$ cat src/rtl/bcd_display_driver.sv
// Signed binary to 7-segment display driver. Converts |value| to BCD with
// double dabble (one bit per cycle), then drives seven digits plus a sign.
module bcd_display_driver #(
  parameter int WIDTH   = 32,
  parameter int BCD_DIG = 10
) (
  input  logic             clk,
  input  logic             rst,
  input  logic             start,
  input  logic [WIDTH-1:0] value,
  output logic             busy,
  output logic             done,
  output logic             overflow,
  output logic [0:6]       HEX0,
  output logic [0:6]       HEX1,
  output logic [0:6]       HEX2,
  output logic [0:6]       HEX3,
  output logic [0:6]       HEX4,
  output logic [0:6]       HEX5,
  output logic [0:6]       HEX6,
  output logic [0:6]       HEX7
);

  localparam int CW     = $clog2(WIDTH + 1);
  localparam int SHOWN  = 7;
  localparam logic [CW-1:0] LAST = CW'(WIDTH - 1);

  typedef enum logic [1:0] {IDLE, CONV, DISP} state_t;

  state_t                 state, state_nxt;
  logic                   sign;
  logic [WIDTH-1:0]       mag;
  logic [4*BCD_DIG-1:0]   bcd;
  logic [4*BCD_DIG-1:0]   bcd_adj;
  logic [CW-1:0]          cnt;

  function automatic logic [6:0] seg7(input logic [3:0] d);
    case (d)
      4'd0:    seg7 = 7'b0000001;
      4'd1:    seg7 = 7'b1001111;
      4'd2:    seg7 = 7'b0010010;
      4'd3:    seg7 = 7'b0000110;
      4'd4:    seg7 = 7'b1001100;
      4'd5:    seg7 = 7'b0100100;
      4'd6:    seg7 = 7'b0100000;
      4'd7:    seg7 = 7'b0001111;
      4'd8:    seg7 = 7'b0000000;
      4'd9:    seg7 = 7'b0001100;
      default: seg7 = 7'b0110000;
    endcase
  endfunction

  always_ff @(posedge clk) begin
    if (!rst) state <= IDLE;
    else      state <= state_nxt;
  end

  always_comb begin
    state_nxt = state;
    case (state)
      IDLE:    if (start) state_nxt = CONV;
      CONV:    if (cnt == LAST) state_nxt = DISP;
      DISP:    state_nxt = IDLE;
      default: state_nxt = IDLE;
    endcase
  end

  assign busy = (state != IDLE);

  // Add-3 correction applied before each shift so nibbles stay decimal.
  always_comb begin
    bcd_adj = bcd;
    for (int i = 0; i < BCD_DIG; i++) begin
      if (bcd[4*i +: 4] >= 4'd5) bcd_adj[4*i +: 4] = bcd[4*i +: 4] + 4'd3;
    end
  end

  always_ff @(posedge clk) begin
    if (!rst) begin
      sign     <= 1'b0;
      mag      <= '0;
      bcd      <= '0;
      cnt      <= '0;
      done     <= 1'b0;
      overflow <= 1'b0;
      HEX0     <= 7'b0000001;
      HEX1     <= 7'b0000001;
      HEX2     <= 7'b0000001;
      HEX3     <= 7'b0000001;
      HEX4     <= 7'b0000001;
      HEX5     <= 7'b0000001;
      HEX6     <= 7'b0000001;
      HEX7     <= 7'b1111111;
    end else begin
      done <= 1'b0;
      case (state)
        IDLE: begin
          if (start) begin
            sign <= value[WIDTH-1];
            mag  <= value[WIDTH-1] ? -value : value;
            bcd  <= '0;
            cnt  <= '0;
          end
        end
        CONV: begin
          bcd <= {bcd_adj[4*BCD_DIG-2:0], mag[WIDTH-1]};
          mag <= {mag[WIDTH-2:0], 1'b0};
          cnt <= cnt + 1'b1;
        end
        DISP: begin
          HEX0     <= seg7(bcd[3:0]);
          HEX1     <= seg7(bcd[7:4]);
          HEX2     <= seg7(bcd[11:8]);
          HEX3     <= seg7(bcd[15:12]);
          HEX4     <= seg7(bcd[19:16]);
          HEX5     <= seg7(bcd[23:20]);
          HEX6     <= seg7(bcd[27:24]);
          HEX7     <= sign ? 7'b1111110 : 7'b1111111;
          // Digits above the millions place cannot be shown; flag them instead.
          overflow <= |bcd[4*BCD_DIG-1:4*SHOWN];
          done     <= 1'b1;
        end
        default: ;
      endcase
    end
  end

endmodule
$ cat config.mk
export PLATFORM = sky130hd
export DESIGN_NAME = bcd_display_driver
export DESIGN_NICKNAME = d
export VERILOG_FILES = /design/src/rtl/bcd_display_driver.sv
export SDC_FILE = /design/constraint.sdc
export NUM_CORES = 1
export LEC_CHECK = 0
export CAP_MARGIN = 20
export CORE_UTILIZATION = 38
export CTS_BUF_LIST = sky130_fd_sc_hd__clkbuf_8 sky130_fd_sc_hd__clkbuf_16
export DETAILED_ROUTE_END_ITERATION = 12
export PLACE_DENSITY_LB_ADDON = 0.2
export SETUP_SLACK_MARGIN = 0.3
export SLEW_MARGIN = 20
export SYNTH_ARGS = -nofsm -noshare
export SYNTH_HDL_FRONTEND = slang
export SYNTH_SLANG_ARGS = --single-unit
$ cat constraint.sdc
create_clock -name clk -period 3.6 [get_ports clk]
set_input_delay 0.72 -clock clk [delete_from_list [all_inputs] [get_ports clk]]
set_output_delay 0.72 -clock clk [all_outputs]
set_load 0.02 [all_outputs]
==> run metrics <==
Final min period between 2 and 2.5 ns; Worst EP required 2.88 ns; main combinational cell family by area after synthesis compound AO/OA/AOI/OAI gates; Total Wirelength approximately 17 mm; failing checks DRC; kind of critical path reg2out; post-synthesis compound-gate area fraction a little under a quarter; Synth area leader dfxtp_1; Longest Clk Path Bufs 2; WL per Instance ~15 um; final setup vio count 0; Cell Pwr Density 428.2 nW/um2; GR Overflow Total 0; # fillers 1758; most frequent cell after synthesis dfxtp_1; Synth Area in XOR/XNOR 4.893%; Die H roughly 140 um; drt first pass iters 9; mux cell area share after synthesis roughly 3.2%; All-Layer GR Usage 18.69%; Root Driver clkbuf_16; CP max FO 8; Placer Congestion a little under 0.8; Initial DRC Count roughly 310; Setup TNS 0 ns; H-tree levels 4; Lkg Pwr 3.297 nW; pin count of the biggest net entering global routing 44; synth top area cells dfxtp_1 (37%), ha_1 (8.0%), a21oi_1 (7.1%); cell family with most CP delay buffers and inverters; top-area cell type share of the netlist area 37.19%; Critical Path Slowest Stage Cell clkdlybuf4s50_1; starting density of the core around two fifths; final core utilization between 40% and 50%; DIE AREA between 15000 and 20000 um2; number of flops mapped to enable cells by yosys 0; crit path launch type register; Top FF cell, synth dfxtp_1; Data arrival, critical path approximately 1.7 ns; total CTS buffers 17; via count between 6k and 7k; synth cell count leaders dfxtp_1 (133), a21oi_1 (101), nor2_1 (90); unrepaired setup endpoints after global routing false; final-report hold violation count 0; Worst-Margin Slew between 0.8 and 0.9 ns; Detail Placement HPWL 11.67 mm; Layout Nets around 1k; max-slew violations 0; die width roughly 140 um; Skew-Pair Late Insertion Delay between 0.4 and 0.5 ns; status complete, but fails checks; wl on met1 approximately 8.5 mm; skew final between 0.005 and 0.006 ns; Synth async-reset ratio 0%; share of layout cells above drive strength 1 6.617%; CTS resizes 0; Max Used Layer met4; first-pass GRT wire length between 20 and 30 mm; core area around 18000 um2; met2 wire length around 8.0 mm; adder and majority gate portion of the synthesized area approximately 8%; register area share after synthesis 37.19%; Clock Pin Slew Worst Setup and Hold Paths about 0.06 ns; Remaining DRCs 8; Mapped Cells around 860; number of clock sinks about 130; post-synthesis cell area 7159 um2; Max VDD drop ~200 uV; vias in the first global route 5904; Diodes inserted 0; WL met3 634 um; Yosys cell types 54; Max Cap Viol 0; final worst-path cycle share between 60% and 70%; CTS tree built; Ports 94; CP Capture Type primary output; Peak Freq ~400 MHz; max incr delay on CP around 0.60 ns; DR vias/cell between 5 and 6; Rows between 40 and 50; Power Total approximately 0.0038 W; Hold/Removal Path Class reg2reg; # Post-CTS Setup Buffers 0; Synth Warn # 0; number of synthesized register bits between 100 and 150; Syn-to-layout area delta 23.86%; # hold bufs at CTS 0; initial antenna violation count 0; buffers and inverters on the worst path 2; Worst slew margin 43.90%; Synth Area in Simple Gates between 15 and 20%; DRT antenna net count 0; Mean Syn Cell Area 8.306 um2; critical path cell sequence nor2_1 > inv_1 > clkdlybuf4s50_1; port bufs a little under 90
registers in the layout (all words and copies together) (netlist names):
register	count
HEX0	7
HEX1	7
HEX2	7
HEX3	7
HEX4	7
HEX5	7
HEX6	7
HEX7	1
bcd	40
cnt	6
done	1
mag	32
overflow	1
sign	1
state	2
placed cells by master, fill, tap and decap left out, types with 5 or more instances in the layout:
master | synthesis | final
dfxtp_1 | 133 | 133
a21oi_1 | 101 | 101
nor2_1 | 90 | 90
clkdlybuf4s50_1 | 0 | 87
o21ai_0 | 63 | 63
nand2_1 | 48 | 48
ha_1 | 46 | 46
inv_1 | 34 | 34
nor3_1 | 33 | 33
o22ai_1 | 30 | 30
xor2_1 | 24 | 24
mux2i_1 | 23 | 23
clkbuf_16 | 0 | 17
xnor2_1 | 16 | 16
o31ai_1 | 15 | 15
nand2b_1 | 15 | 14
buf_4 | 6 | 13
and3_1 | 12 | 12
a22oi_1 | 11 | 11
a211oi_1 | 10 | 10
a32o_1 | 10 | 10
nor3b_1 | 7 | 7
nand3_1 | 7 | 7
or3_1 | 6 | 6
nand4_1 | 6 | 6
conb_1 | 1 | 6
nor2b_1 | 6 | 5
a22o_1 | 5 | 5
clkbuf_8 | 0 | 5
bufinv_16 | 0 | 5
power by group:
part | switching [W] | internal (W) | total (W)
sequential | 0.0000231 | 0.00151 | 0.00153
combinational | 0.000187 | 0.000126 | 0.000313
clock | 0.000636 | 0.00131 | 0.00195
routing by layer:
metal	global-route usage [%]	vias to the layer above
li1	-	3194
met1	24.36	2834
met2	30.39	131
met3	3.716	21
met4	7.135	0
met5	0	-
cell families (layout without fill, tap and decap cells):
family,Yosys count,in the layout
flip-flops,133,133
AO/OA/AOI/OAI,273,273
other,1,6
XOR/XNOR,40,40
adder cells (fa/ha/maj),46,46
buffers and inverters,98,168
multiplexers,23,23
AND/OR/NAND/NOR,248,248
path summary, 6_finish.rpt:
| path | from | slack, ns | cells after the start | end |
|---|---|---|---|---|
| setup / recovery | state[0] | 1.16 | 3 | busy |
| hold / removal | HEX2[5] | 0.45 | 2 | HEX2[5] |
| setup reg to reg | state[0] | 1.32 | 5 | bcd[7] |
| hold reg to reg | HEX2[5] | 0.45 | 2 | HEX2[5] |
through the flow:
step	setup WS [ns]	instances	hold WS, ns	area (um2)
floorplan	1.380	867	0.4251	7178
global placement	0.7256	1134	0.4398	8194
detailed placement	0.7355	1134	0.4460	8194
CTS	1.179	1166	0.4523	8862
global route	0.9837	1166	0.4676	8867
finish	1.162	1166	0.4500	8867
tightest hold or removal path: stages (launching register included):
cell and delay [ns]:
dfxtp_1 0.31, nand2_1 0.05, a21oi_1 0.05
final cells by class:
| type | count | area (um2) | share of cell area (%) |
|---|---|---|---|
| inverter | 35 | 131.4 | 1.482 |
| timing repair buffer | 101 | 988.4 | 11.15 |
| clock buffer | 22 | 494.2 | 5.574 |
| tap | 229 | 286.5 | 3.231 |
| sequential | 133 | 2663 | 30.03 |
| multi-input combinational | 636 | 4130 | 46.58 |
| clock inverter | 10 | 173.9 | 1.961 |
Power figures use the tool's default switching activity.
